[src/rtl/teclado_pkg.sv]
// Shared definitions for the keypad capture path: key codes, debounce
// state encoding, the BCD display word and the operand accumulate helper.
package teclado_pkg;

  localparam logic [3:0] K_NONE  = 4'hF;
  localparam logic [3:0] K_CLEAR = 4'hE;
  localparam logic [3:0] K_ENTER = 4'hA;

  // Debounce FSM states; encoding is stable so it can be probed on the bus.
  typedef enum logic [1:0] {
    IDLE    = 2'd0,
    CAND    = 2'd1,
    PRESSED = 2'd2
  } deb_state_t;

  // Three packed BCD digits, most recent digit in [3:0].
  typedef logic [11:0] bcd_t;

  // Codes 0..9 are decimal digits.
  function automatic logic is_digit(input logic [3:0] k);
    return (k <= 4'd9);
  endfunction

  // acc*10 + d. Callers only use this with at most two digits already
  // accumulated, so the result never exceeds 999 and fits in 10 bits.
  function automatic logic [9:0] acc_push(input logic [9:0] acc,
                                          input logic [3:0] d);
    logic [13:0] t;
    t = ({4'd0, acc} * 14'd10) + {10'd0, d};
    return t[9:0];
  endfunction

endpackage

[src/rtl/captura_numero_if.sv]
// Bus between the scanner/consumer side and captura_numero.
// Event semantics: tecla_valid and num_valid are single-cycle strobes with
// no ready/back-pressure; the payload (tecla, numero) is valid in the strobe
// cycle and holds afterwards until the next strobe. bcd/digitos are live
// state, not qualified by any strobe. estado is a debug view of the
// debounce FSM.
interface captura_numero_if;
  import teclado_pkg::*;

  logic [3:0] boton;
  logic [3:0] tecla;
  logic       tecla_valid;
  bcd_t       bcd;
  logic [1:0] digitos;
  logic [9:0] numero;
  logic       num_valid;
  deb_state_t estado;

  // Side that drives key codes and consumes results.
  modport master (
    output boton,
    input  tecla, tecla_valid, bcd, digitos, numero, num_valid, estado
  );

  // captura_numero itself.
  modport slave (
    input  boton,
    output tecla, tecla_valid, bcd, digitos, numero, num_valid, estado
  );

endinterface

[src/rtl/antirrebote.sv]
// Debounce / press-release qualifier. The scanner only reports a held key
// while its column is being scanned, so a press arrives as bursts of the
// code separated by 4'hF. A press is accepted after PRESS_CYC matching
// samples of the same code with no release timeout in between; a release
// is declared after RELEASE_CYC consecutive 4'hF samples.
module antirrebote
  import teclado_pkg::*;
#(
  parameter int PRESS_CYC   = 270000,
  parameter int RELEASE_CYC = 108000
) (
  input  logic       clk,
  input  logic       rst,
  input  logic [3:0] boton,
  output logic [3:0] tecla,
  output logic       tecla_valid,
  output deb_state_t estado
);

  localparam int PW = (PRESS_CYC > 1) ? $clog2(PRESS_CYC) : 1;
  localparam int RW = $clog2(RELEASE_CYC + 1);

  localparam logic [PW-1:0] PRESS_LAST = PW'(PRESS_CYC - 1);
  localparam logic [RW-1:0] REL_LOAD   = RW'(RELEASE_CYC);
  localparam logic [RW-1:0] REL_ONE    = RW'(1);

  deb_state_t    state, state_n;
  logic [3:0]    cand, cand_n;
  logic [PW-1:0] press_cnt, press_n;
  logic [RW-1:0] rel_cnt, rel_n;
  logic [3:0]    tecla_q, tecla_n;
  logic          tv_q, tv_n;
  logic          hit;

  assign hit = (boton != K_NONE);

  // Next-state logic: candidate tracking, press qualification, release timeout.
  always_comb begin
    state_n = state;
    cand_n  = cand;
    press_n = press_cnt;
    rel_n   = rel_cnt;
    tecla_n = tecla_q;
    tv_n    = 1'b0;

    case (state)
      IDLE: begin
        if (hit) begin
          cand_n  = boton;
          press_n = '0;
          rel_n   = REL_LOAD;
          state_n = CAND;
        end
      end

      CAND: begin
        if (hit) begin
          rel_n = REL_LOAD;
          if (boton != cand) begin
            // A different code restarts qualification on the new key.
            cand_n  = boton;
            press_n = '0;
          end else if (press_cnt == PRESS_LAST) begin
            tv_n    = 1'b1;
            tecla_n = cand;
            press_n = '0;
            state_n = PRESSED;
          end else begin
            press_n = press_cnt + 1'b1;
          end
        end else begin
          // Gaps between column bursts only run the release timer. A press
          // can only complete on a hit sample, so a timeout always wins.
          if (rel_cnt <= REL_ONE) begin
            rel_n   = '0;
            press_n = '0;
            state_n = IDLE;
          end else begin
            rel_n = rel_cnt - 1'b1;
          end
        end
      end

      PRESSED: begin
        // Any code keeps the key held; another key cannot roll over.
        if (hit) begin
          rel_n = REL_LOAD;
        end else if (rel_cnt <= REL_ONE) begin
          rel_n   = '0;
          state_n = IDLE;
        end else begin
          rel_n = rel_cnt - 1'b1;
        end
      end

      default: begin
        state_n = IDLE;
        press_n = '0;
        rel_n   = '0;
      end
    endcase
  end

  // State and counter registers with synchronous reset.
  always_ff @(posedge clk) begin
    if (rst) begin
      state     <= IDLE;
      cand      <= K_NONE;
      press_cnt <= '0;
      rel_cnt   <= '0;
      tecla_q   <= K_NONE;
      tv_q      <= 1'b0;
    end else begin
      state     <= state_n;
      cand      <= cand_n;
      press_cnt <= press_n;
      rel_cnt   <= rel_n;
      tecla_q   <= tecla_n;
      tv_q      <= tv_n;
    end
  end

  assign tecla       = tecla_q;
  assign tecla_valid = tv_q;
  assign estado      = state;

endmodule

[src/rtl/captura_numero.sv]
// Keypad operand capture: debounced key events feed a three-digit decimal
// accumulator. Digits shift into the live BCD display; enter commits the
// binary value to numero with a one-cycle num_valid; '*' clears the entry.
module captura_numero
  import teclado_pkg::*;
#(
  parameter int PRESS_CYC   = 270000,
  parameter int RELEASE_CYC = 108000
) (
  input  logic               clk,
  input  logic               rst,
  captura_numero_if.slave    bus
);

  logic [3:0] tecla;
  logic       tecla_valid;
  deb_state_t estado;

  antirrebote #(
    .PRESS_CYC   (PRESS_CYC),
    .RELEASE_CYC (RELEASE_CYC)
  ) u_antirrebote (
    .clk         (clk),
    .rst         (rst),
    .boton       (bus.boton),
    .tecla       (tecla),
    .tecla_valid (tecla_valid),
    .estado      (estado)
  );

  logic [9:0] acc_q, acc_n;
  bcd_t       bcd_q, bcd_n;
  logic [1:0] dig_q, dig_n;
  logic [9:0] num_q, num_n;
  logic       nv_q, nv_n;

  // Accumulator next-state: act only on an accepted key event.
  always_comb begin
    acc_n = acc_q;
    bcd_n = bcd_q;
    dig_n = dig_q;
    num_n = num_q;
    nv_n  = 1'b0;

    if (tecla_valid) begin
      if (is_digit(tecla)) begin
        // A fourth digit is dropped rather than wrapping the entry.
        if (dig_q != 2'd3) begin
          acc_n = acc_push(acc_q, tecla);
          bcd_n = {bcd_q[7:0], tecla};
          dig_n = dig_q + 2'd1;
        end
      end else if (tecla == K_CLEAR) begin
        // Clear discards the entry but keeps the last committed operand.
        acc_n = '0;
        bcd_n = '0;
        dig_n = '0;
      end else if (tecla == K_ENTER) begin
        // Enter with an empty entry would commit a bogus zero; ignore it.
        if (dig_q != 2'd0) begin
          num_n = acc_q;
          nv_n  = 1'b1;
          acc_n = '0;
          bcd_n = '0;
          dig_n = '0;
        end
      end
      // B, C, D: visible on tecla only.
    end
  end

  // Accumulator and output registers with synchronous reset.
  always_ff @(posedge clk) begin
    if (rst) begin
      acc_q <= '0;
      bcd_q <= '0;
      dig_q <= '0;
      num_q <= '0;
      nv_q  <= 1'b0;
    end else begin
      acc_q <= acc_n;
      bcd_q <= bcd_n;
      dig_q <= dig_n;
      num_q <= num_n;
      nv_q  <= nv_n;
    end
  end

  assign bus.tecla       = tecla;
  assign bus.tecla_valid = tecla_valid;
  assign bus.estado      = estado;
  assign bus.bcd         = bcd_q;
  assign bus.digitos     = dig_q;
  assign bus.numero      = num_q;
  assign bus.num_valid   = nv_q;

endmodule

[src/flat_wrapper.sv]
// flat-port wrapper written by rule: the top's interface ports become plain ports
module captura_numero_flat import teclado_pkg::*;
#(
  parameter int PRESS_CYC   = 270000,
  parameter int RELEASE_CYC = 108000
)
  (clk, rst, bus_boton, bus_tecla, bus_tecla_valid, bus_bcd, bus_digitos, bus_numero, bus_num_valid, bus_estado);
  captura_numero_if bus_i ();
  input  logic clk;
  input  logic rst;
  input wire logic [$bits(bus_i.boton)-1:0] bus_boton;
  output wire logic [$bits(bus_i.tecla)-1:0] bus_tecla;
  output wire logic [$bits(bus_i.tecla_valid)-1:0] bus_tecla_valid;
  output wire logic [$bits(bus_i.bcd)-1:0] bus_bcd;
  output wire logic [$bits(bus_i.digitos)-1:0] bus_digitos;
  output wire logic [$bits(bus_i.numero)-1:0] bus_numero;
  output wire logic [$bits(bus_i.num_valid)-1:0] bus_num_valid;
  output wire logic [$bits(bus_i.estado)-1:0] bus_estado;
  assign bus_i.boton = bus_boton;
  assign bus_tecla = bus_i.tecla;
  assign bus_tecla_valid = bus_i.tecla_valid;
  assign bus_bcd = bus_i.bcd;
  assign bus_digitos = bus_i.digitos;
  assign bus_numero = bus_i.numero;
  assign bus_num_valid = bus_i.num_valid;
  assign bus_estado = bus_i.estado;
  captura_numero #(.PRESS_CYC(PRESS_CYC), .RELEASE_CYC(RELEASE_CYC)) u_core (.clk(clk), .rst(rst), .bus(bus_i));
endmodule
[config.mk]
export PLATFORM = sky130hd
export DESIGN_NAME = captura_numero_flat
export DESIGN_NICKNAME = d
export VERILOG_FILES = /design/src/rtl/teclado_pkg.sv /design/src/rtl/captura_numero_if.sv /design/src/rtl/antirrebote.sv /design/src/rtl/captura_numero.sv /design/src/flat_wrapper.sv
export SDC_FILE = /design/constraint.sdc
export NUM_CORES = 1
export LEC_CHECK = 0
export BUFFER_PORTS_ARGS = -buffer_cell sky130_fd_sc_hd__buf_2
export CORE_MARGIN = 2
export CORE_UTILIZATION = 59
export DETAILED_ROUTE_END_ITERATION = 12
export GPL_TIMING_DRIVEN = 0
export PLACE_DENSITY = 0.79
export SKIP_LAST_GASP = 1
export SLEW_MARGIN = 20
export SYNTH_ARGS = -nofsm -noshare
export SYNTH_HDL_FRONTEND = slang
export SYNTH_SLANG_ARGS = --single-unit
[constraint.sdc]
create_clock -name clk -period 2.94 [get_ports clk]
set_input_delay 0.441 -clock clk [delete_from_list [all_inputs] [get_ports clk]]
set_output_delay 0.441 -clock clk [all_outputs]
set_load 0.05 [all_outputs]
==> flow_summary.ini <==
[timing]
tightestPinTransition_ns = 0.881
finalHoldViolations = 0
clock.fmax_mhz = 381
tns_ns = 0
slew_headroom_pct = 40.9
min_period_ns = 2.63
drv_slew = 0
clock_skew_ns = 0.00885
finalSetupViolations = 0
layout_setup_ws_ns = 0.313
rsz0062_at_grt = false
fin_crit_sh_pct = 89.4

[cts]
cts_hold_buf = 0
numCtsBuffers = 9
cts-root-buf = clkbuf_8
cts_tree = done
clk_pin_slew_ns = 0.09
clk_latency_ns = 0.36
cts_buffer_depth = 2
post_cts_resize_count = 0
clock_sinks = 81
cts_setup_buffers = 0
htree_levels = 3

[pwr]
p_per_area_nw_per_um2 = 598
ir_drop_mv = 0.563
p_leak_uw = 0.00190

[synth]
synth_edf_count = 0
synthTopCellsByArea = dfxtp_1, ha_1, nor2_1, xnor2_1, xor2_1
ys_ff_latch = 81
async_reset_ff_share_pct = 0
synth.distinct_cells = 56
ys_warn_count = 0
synthCells = 485
syn_avg_cell_area_um2 = 8.71
syn-num-nets = 516
netlist_area_um2 = 4230
yosys.area.top_type_share_pct = 38.4
yosys_most_used_dff = dfxtp_1
yosysSeqAreaShare_pct = 38.4
synth_area_leader_cell = dfxtp_1

[place]
pre_cts_ws_ns = 0.224
place_congestion = 0.920
dp_hpwl_mm = 6.78
port_buffers = 37
dp_cells = 618

[drt]
wl_mm = 9.18
wl_per_cell_um = 14.5
drc_errors = 0
vias = 3695
ant_nets = 0
drt_iter0_drc = 132
drt_pre_antenna_iters = 5
drt-vias-per-instance = 5.83

[critical_path]
critPathArrivalTime_ns = 2.92
start_kind = register
cp_cell_sequence = inv_1 -> ha_1 -> clkbuf_1 -> inv_1 -> nor2_1 -> or2_2 -> buf_1 -> nor2_1 -> a21o_1 -> buf_4 -> nor2_1
cpMaxStageDelayCell = dfxtp_1
slowest_delay_ns = 0.35
crit_path_frequent_cell = nor2_1
ff2ff_path_depth = 11
end_kind = register
crit_required_ns = 3.24
path_max_fanout = 10
path_class = register to register

[grt]
antenna_found_initial = 0
grt_use_total_pct = 25.4
grt_first_pass_wirelength_mm = 15.9
grt_overflow = 0
grt_max_degree = 16
grt_pass1_vias = 3592

[cells_and_area]
area_growth_pct = 11.4
diodes = 0
layout_common_cells = dfxtp_1, nor2_1, buf_2, nand2_1, xnor2_1
final_common_cell = dfxtp_1
layout-drive-gt1-share_pct = 13.4
layout.cells.non_filler = 634
num-nets-final = 564

[floorplan]
die_h_um = 88.6
dieArea_um2 = 7850
ios = 38
initial_utilization_pct = 61.5
die_w_um = 88.6
core_area_um2 = 6870
rows = 30

[flow_run]
cap_viol_max_count = 0

[hold_path]
worstHoldPathCells = 2
min_path_type = input port to register

[outcome]
status = completed
path summary, 6_finish.rpt:
check,startpoint,to,slack (ns)
min reg2reg,u_core.bus.bcd[2],u_core.bus.bcd[2],0.49
max,u_core.u_antirrebote.estado[0],u_core.u_antirrebote.press_cnt[14],0.31
max reg2reg,u_core.u_antirrebote.estado[0],u_core.u_antirrebote.press_cnt[14],0.31
min,bus_boton[1],u_core.u_antirrebote.cand[1],0.36
metrics by stage:
stage               total power, µW  hold WS [ns]  util, %  instance area, µm²
floorplan                      1910         0.453        -                4230
global placement               2050         0.465     66.0                4530
detailed placement             2070         0.472     66.0                4530
CTS                            2820         0.351     68.5                4710
global route                   2970         0.371     68.5                4710
finish                         2810         0.359     68.5                4710
logic make-up (layout without fill, tap and decap cells):
logic type,count (synthesis),after routing,share of synthesized area [%]
xor+xnor,41,41,8.50
simple gates,203,203,24.9
compound gates,86,86,13.9
flops,81,81,38.4
buf+inv,36,89,3.38
mux,13,13,3.20
fa+ha+maj,25,25,7.76
report_power, final:
group          internal, µW  total, µW  switching (µW)
logic                   299        793             493
clock network           312        744             432
registers              1180       1280            96.2
state kept, by name, summed over array words and instances, names as in the netlist:
name,cells
u_core.bus.digitos,2
u_core.u_antirrebote.rel_cnt,17
u_core.u_antirrebote.press_cnt,19
u_core.bus.bcd,12
u_core.u_antirrebote.tecla_valid,1
u_core.acc_q,9
u_core.u_antirrebote.cand,4
u_core.u_antirrebote.tecla,4
u_core.bus.num_valid,1
u_core.u_antirrebote.estado,2
u_core.bus.numero,10
final cells by class:
type	instances	area (µm²)
Multi-Input combinational cell	368	2460
Timing Repair Buffer	37	185
Clock inverter	7	53.8
Inverter	15	56.3
Tap cell	96	120
Clock buffer	9	124
Buffer	21	86.3
Sequential cell	81	1620
Fill cell	603	2160
per-layer routing:
layer,wire (µm),vias up,GRT usage [%]
li1,-,1824,-
met3,403,20,3.26
met4,203,0,11.6
met5,0,-,0
met1,4070,1746,31.2
met2,4510,105,44.1
cell usage after synthesis (all sizes together), types with 11 or more instances:
cell	n
dfxtp	81
nor2	74
nand2	25
xnor2	25
ha	23
nor3	23
a21oi	22
a22oi	17
xor2	16
inv	15
nor4	14
clkbuf	13
o21ai	13
mux2i	12
nand3	11
worst max-delay path: cells and delay by family (launching register included):
kind | cells | cell delay, ns
buf+inv | 5 | 1.15
simple gates | 4 | 0.64
compound gates | 1 | 0.27
flops | 1 | 0.35
fa+ha+maj | 1 | 0.16
(Power assumes the default switching activity.)
